### src/rtl/fifo_pkg.sv
// Shared definitions for the async FIFO: default geometry, pointer type and Gray encoding.
// Both clock domains import this so pointer widths stay in lockstep.
package fifo_pkg;

    localparam int DEF_ADDR_WIDTH  = 4;
    localparam int DEF_SYNC_STAGES = 2;
    localparam int PTR_W           = DEF_ADDR_WIDTH + 1;

    typedef logic [PTR_W-1:0] ptr_t;

    function automatic ptr_t bin2gray(input ptr_t bin);
        return bin ^ (bin >> 1);
    endfunction

endpackage

### src/rtl/gray2bin.sv
// Combinational Gray-to-binary converter for a synchronised FIFO pointer.
// Each binary bit is the XOR of all Gray bits at or above it.
module gray2bin #(
    parameter int WIDTH = 5
) (
    input  logic [WIDTH-1:0] gray,
    output logic [WIDTH-1:0] bin
);

    always_comb begin
        bin = '0;
        for (int i = 0; i < WIDTH; i++) begin
            bin[i] = ^(gray >> i);
        end
    end

endmodule

### src/rtl/fifo_rd_ptr_empty.sv
// Read-domain pointer/flag controller: synchronises the Gray write pointer, advances the
// read pointer on accepted reads, and produces empty, occupancy, read-valid and underflow.
module fifo_rd_ptr_empty
    import fifo_pkg::*;
#(
    parameter int ADDR_WIDTH  = DEF_ADDR_WIDTH,
    parameter int SYNC_STAGES = DEF_SYNC_STAGES
) (
    input  logic                  clk,
    input  logic                  rst,
    input  logic                  rd_en,
    input  logic [ADDR_WIDTH:0]   wptr_gray_async,
    output logic [ADDR_WIDTH-1:0] rd_addr,
    output logic [ADDR_WIDTH:0]   rptr_gray,
    output logic                  empty,
    output logic                  rd_valid,
    output logic [ADDR_WIDTH:0]   rd_count,
    output logic                  underflow
);

    localparam int PW = ADDR_WIDTH + 1;

    (* ASYNC_REG = "TRUE" *) logic [PW-1:0] wq_q [SYNC_STAGES];
    logic [PW-1:0] wq_d [SYNC_STAGES];
    logic [PW-1:0] wq_sync;
    logic [PW-1:0] wbin_sync;

    logic [PW-1:0] rbin_q, rbin_d;
    logic [PW-1:0] rgray_q, rgray_d;
    logic [PW-1:0] rd_count_q, rd_count_d;
    logic          empty_q, empty_d;
    logic          rd_valid_q, rd_valid_d;
    logic          underflow_q, underflow_d;
    logic          accept;

    // Only registered Gray values enter the chain, so at most one bit can be in flight.
    always_comb begin
        for (int k = 0; k < SYNC_STAGES; k++) begin
            wq_d[k] = (k == 0) ? wptr_gray_async : wq_q[(k == 0) ? 0 : k - 1];
        end
    end

    for (genvar k = 0; k < SYNC_STAGES; k++) begin : g_sync
        always_ff @(posedge clk) begin
            if (rst) begin
                wq_q[k] <= '0;
            end else begin
                wq_q[k] <= wq_d[k];
            end
        end
    end

    assign wq_sync = wq_q[SYNC_STAGES-1];

    gray2bin #(
        .WIDTH (PW)
    ) u_gray2bin (
        .gray (wq_sync),
        .bin  (wbin_sync)
    );

    // Flags are computed from the post-read pointer so the last read sets empty on the same edge.
    always_comb begin
        accept      = rd_en & ~empty_q;
        rbin_d      = rbin_q + {{(PW-1){1'b0}}, accept};
        rgray_d     = rbin_d ^ (rbin_d >> 1);
        empty_d     = (rgray_d == wq_sync);
        rd_count_d  = wbin_sync - rbin_d;
        rd_valid_d  = accept;
        underflow_d = rd_en & empty_q;
    end

    always_ff @(posedge clk) begin
        if (rst) begin
            rbin_q      <= '0;
            rgray_q     <= '0;
            rd_count_q  <= '0;
            empty_q     <= 1'b1;
            rd_valid_q  <= 1'b0;
            underflow_q <= 1'b0;
        end else begin
            rbin_q      <= rbin_d;
            rgray_q     <= rgray_d;
            rd_count_q  <= rd_count_d;
            empty_q     <= empty_d;
            rd_valid_q  <= rd_valid_d;
            underflow_q <= underflow_d;
        end
    end

    assign rd_addr   = rbin_q[ADDR_WIDTH-1:0];
    assign rptr_gray = rgray_q;
    assign empty     = empty_q;
    assign rd_valid  = rd_valid_q;
    assign rd_count  = rd_count_q;
    assign underflow = underflow_q;

endmodule

### config.mk
export PLATFORM = sky130hd
export DESIGN_NAME = fifo_rd_ptr_empty
export DESIGN_NICKNAME = d
export VERILOG_FILES = /design/src/rtl/fifo_pkg.sv /design/src/rtl/gray2bin.sv /design/src/rtl/fifo_rd_ptr_empty.sv
export SDC_FILE = /design/constraint.sdc
export NUM_CORES = 1
export LEC_CHECK = 0
export BUFFER_PORTS_ARGS = -buffer_cell sky130_fd_sc_hd__buf_2
export CORE_MARGIN = 3
export CORE_UTILIZATION = 40
export CTS_BUF_LIST = sky130_fd_sc_hd__clkbuf_2
export CTS_CLUSTER_SIZE = 24
export DETAILED_ROUTE_END_ITERATION = 8
export SLEW_MARGIN = 0
export SYNTH_ARGS = -nofsm -noshare
export SYNTH_HDL_FRONTEND = slang
export SYNTH_SLANG_ARGS = --single-unit
### constraint.sdc
create_clock -name clk -period 2.6 [get_ports clk]
set_input_delay 0.26 -clock clk [delete_from_list [all_inputs] [get_ports clk]]
set_output_delay 0.26 -clock clk [all_outputs]
set_load 0.05 [all_outputs]
======== Yosys cells after proc, flatten, opt, wreduce, memory -nomap -nowiden ========
Memories as Yosys holds them, arrays and structs flattened.
Cells that the tools add are included.
W data, S select, Z words.
storage, ports and cells
  memories kept ........................... 1
  output and inout bits ................... 17
  bits of input ports ..................... 8
  memory bits (writable) .................. 10
  word-level logic and storage cells ...... 26
  register bits after elaboration ......... 18
operators by class
  mux-type cells .......................... 5
  $add $sub $neg .......................... 2
  bitwise gates (word level) .............. 6
  reductions and logical operators ........ 5
  eq/ne operators ......................... 1
memories
  memory  depth  width  rd ports  clocked after Yosys merged registers in  wr ports  line                     RTL
  wq_q    2      5      2         0                                        2         fifo_rd_ptr_empty.sv:23  (* ASYNC_REG = "TRUE" *) logic [PW-1:0] wq_q [SYNC_STAGES];
operator list
  operator           count
  $reduce_xor A5 Y1  5
  $mux W5            2
  $add A5 B1 Y5      1
  $eq A5 B5 Y1       1
  $sub A5 B5 Y5      1
  $xor A5 B4 Y5      1
  $mux W1            3
  $and A1 B1 Y1      2
  $or A1 B1 Y1       2
  $not A1 Y1         1

======== Depth between registers and ports, before layout ========
  depth after elaboration ................. 5
  mapped depth ............................ 11
  depth with buffers taken out ............ 11

======== Modules after synthesis ========
From an unflattened synthesis, not the netlist that was laid out.
second synthesis, totals
  cells, all modules ...................... 110
  area total of the unflattened synthesis .. 1174.9 um2
by module, submodules not included
  module             seq. area each (um2)  instances  cells an instance  area an instance (um2)
  fifo_rd_ptr_empty  540.5                 1          105                1101.1
  gray2bin           0.0                   1          5                  73.8

======== Worst setup path before layout ========
No wires, ideal clock.
  path type ............................... register -> register
  from .................................... register empty_q (netlist: empty)
  to ...................................... register rd_count_q[4] (netlist: rd_count[4])
  required time ........................... 2.472 ns
  data arrival time ....................... 2.505 ns
  buffers on the path ..................... 0
  setup time .............................. 0.128 ns
  clock period less this slack ............ 2.633 ns
  slack ................................... -0.033 ns
  cell stages (with the launch flop) ...... 10
  path through ............................ dfxtp_1 -> nor2b_1 -> ha_1 -> ha_1 -> xnor2_2 -> ha_1 -> a21o_1 -> maj3_2 -> xnor2_1 -> nor2_1
on the way
  cells in the longest elaborated chain, start to end .. 4
ends and longest elaborated chain
  item                    line                     RTL
  from (decl)             fifo_rd_ptr_empty.sv:31  logic empty_q, empty_d;
  from (signal assigned)  fifo_rd_ptr_empty.sv:85  empty_q <= empty_d;
  $not A1 Y1              fifo_rd_ptr_empty.sv:64  accept = rd_en & ~empty_q;
  $and A1 B1 Y1           fifo_rd_ptr_empty.sv:64
  net accept              fifo_rd_ptr_empty.sv:34  logic accept;
  $add A5 B1 Y5           fifo_rd_ptr_empty.sv:65  rbin_d = rbin_q + {{(PW-1){1'b0}}, accept};
  $sub A5 B5 Y5           fifo_rd_ptr_empty.sv:68  rd_count_d = wbin_sync - rbin_d;
  to (signal assigned)    fifo_rd_ptr_empty.sv:84  rd_count_q <= rd_count_d;
  to (decl)               fifo_rd_ptr_empty.sv:30  logic [PW-1:0] rd_count_q, rd_count_d;
The timed path passes the listed nets, and every way through them passes these cells.
A chain may end at the register's enable or synchronous reset.

==> results.yml <==
drt:
  dr.pass1.iters: 3
  vias_per_cell: 4.54
  routed_wirelength_mm: 2.04
  drc: 0
  post_drt_wl_per_cell_microns: 11.9
  drtIter0Drc: 6
  postRouteAntennaNets: 0
  vias: 777
timing:
  setup_viol: 0
  rsz0062_at_grt: "yes"
  hold_viol_final: 0
  max_freq_ghz: 0.394
  finalCriticalPeriod_ps: 2540
  worstMarginPinSlew_ps: 472
  post-route-period-util_pct: 97.7
  holdWs_ps: 93.5
  fin_tns_setup_ps: 0
  fin_skew_ps: 8.94
  maxSlewHeadroom_pct: 68.5
  slew_violations: 0
power:
  pwr-share-clk_pct: 18.6
  seqPwrFrac_pct: 52.6
  p_leak_nw: 0.655
  swShare_pct: 33.0
  total_power_mw: 0.871
  power_switching_mw: 0.287
  combPwrFrac_pct: 28.8
  vdd.ir_drop.worst_uv: 356
  power_per_cell_area_nw_per_um2: 621
  p_int_mw: 0.584
yosys:
  synth_area_sq_um: 1140
  yosys.cell_count.top_type: "dfxtp_1"
  synth_cell_types: 27
  syn_avg_cell_area_sq_um: 10.7
  ys_async_sr_fraction_pct: 0
  synth_common_cells: "dfxtp_1 (27), xnor2_1 (15), nor2b_1 (14), nor2_1 (13), ha_1 (5)"
  synth_seq_area_share_pct: 47.5
  synthesis.instances: 106
  ys_top_cells_by_area: "dfxtp_1 (48%), xnor2_1 (12%), nor2b_1 (7.7%), ha_1 (5.5%), nor2_1 (4.3%)"
  ys_warn_count: 0
  ys_seq_elements: 27
  synth_edf_count: 0
  netlist.area_leader.share_pct: 47.5
  synth_nets: 120
  synth_flop_cell: "dfxtp_1"
  yosys.area.top_type: "dfxtp_1"
global_route:
  gr-total-overflow: 0
  grt_use_total_pct: 12.7
  antenna_found_initial: 0
  grt_first_pass_wirelength_mm: 3.33
  grt_max_degree: 28
  grt_pass1_vias: 764
clock_network:
  cts_buffer_depth: 2
  cts_inserted_buffers: 3
  clock-sinks: 27
  holdBufCountCts: 0
  clkTransAtPathRegs_ps: 250
  clk_latency_ps: 350
  cts_tree: "built"
  root_buffer: "clkbuf_2"
  htreeDepth: 1
critical_path:
  end_kind: "flop"
  worstSetupPathType: "reg2reg"
  crit_slowest_cell: "dfxtp_2"
  worst_r2r_path_depth: 11
  arrival_ps: 2800
  critical_path.max_fanout: 2
  max_stage_delay_ps: 390
  path_cells: "xnor2_2, xnor2_2, xor2_1, xnor2_1, ha_1, inv_1, fa_2, a21o_1, maj3_2, xnor2_2, nor2_1"
  critPathMostFrequentCell: "xnor2_2"
  crit_path_start_kind: "flop"
  worstPathRequired_ps: 2860
die:
  io_pins: 25
  die-area_sq_um: 3520
  die_w_microns: 59.3
  rows: 18
  die_h_microns: 59.3
  coreArea_sq_um: 2590
  start_util_pct: 43.9
hold_path:
  min_path_cells: 2
  hold_path.class: "in2reg"
placed_design:
  finalWeightedCongestion: 0.776
  dp.final_hpwl_mm: 1.52
  port_buffers: 24
finish:
  nNetsFinal: 156
  diodes: 0
  area.growth.synth_to_final_pct: 23.4
  drive_gt1_share_pct: 35.5
  final_util_pct: 54.2
outcome:
  run_status: "completed"
run:
  maxCapViolCount: 0
-- kinds of logic (layout without fill, tap and decap cells) --
| logic type | count (synthesis) | in the layout | synth area share [%] |
|---|---|---|---|
| flops | 27 | 27 | 47.5 |
| simple gates | 37 | 37 | 17.1 |
| buf+inv | 5 | 40 | 1.65 |
| mux | 1 | 1 | 0.990 |
| compound gates | 7 | 7 | 5.06 |
| xor+xnor | 22 | 22 | 19.5 |
| fa+ha+maj | 7 | 7 | 8.25 |
-- per-layer routing --
layer	global-route usage [%]	vias to the layer above	routed length [microns]
li1	-	405	-
met1	16.2	352	954
met2	20.6	20	965
met3	3.27	0	117
met4	4.85	0	0
met5	0	-	0
-- flip-flops by register name, summed over array words and instances (netlist names) --
register   flops
rptr_gray      4
empty          1
rd_count       5
wq_q          10
rd_valid       1
rbin_q         5
underflow      1
-- final timing paths --
check | to | start | slack, ps
worst max register to register | rd_count[4] | wq_q[1][4] | 60
worst max-delay path | rd_count[4] | wq_q[1][4] | 60
worst min register to register | wq_q[1][2] | wq_q[0][2] | 460
worst min-delay path | wq_q[0][3] | wptr_gray_async[3] | 90
-- timing repair --
item,in CTS,in global routing
setup endpoints to repair,1,1
buffers inserted,1,3
resized for setup,1,4
pin swaps,1,3
-- power by group through the flow --
stage               sequential (mW)  combinational (mW)  clock (mW)
floorplan                     0.548              0.0942           0
finish                        0.458               0.251       0.162
global route                  0.462               0.270       0.186
detailed placement            0.466               0.237           0
global placement              0.465               0.233           0
CTS                           0.458               0.241       0.169
-- area by class of cell --
cell class                      count  area (sq um)
Tap cell                           30          37.5
Inverter                            3          11.3
Clock buffer                        4          20.0
Multi-Input combinational cell     74           603
Timing Repair Buffer               33           188
Fill cell                         235          1190
Sequential cell                    27           544
-- critical path: cells and delay by family (launching register included) --
kind / cells / cell delay, ps
DFF: 1 / 390
xor gates and xnor gates: 5 / 920
buffers and inverters: 1 / 60
and+or+nand+nor: 1 / 50
adders and majority gates: 3 / 830
AOI/OAI and AO/OA: 1 / 190
-- placed cells by master (no fill, tap or decap), drive strengths merged, types with 2 or more instances in the layout --
master	netlist	final
nor2	13	13
nor2b	14	14
buf	0	33
xor2	5	5
inv	3	3
ha	5	5
nand2	4	4
dfxtp	27	27
xnor2	16	16
nand3	2	2
a21oi	2	2
a21o	2	2
clkbuf	2	4
-- stage by stage --
step                      std cells  cell area, sq um  setup WS (ps)
after detailed placement        163              1330           8.28
after CTS                       168              1360           8.13
final                           171              1400           59.6
after global placement          163              1330           86.6
after floorplan                 106              1150           26.4
after global routing            171              1400          -62.4
(Power assumes the default switching activity.)
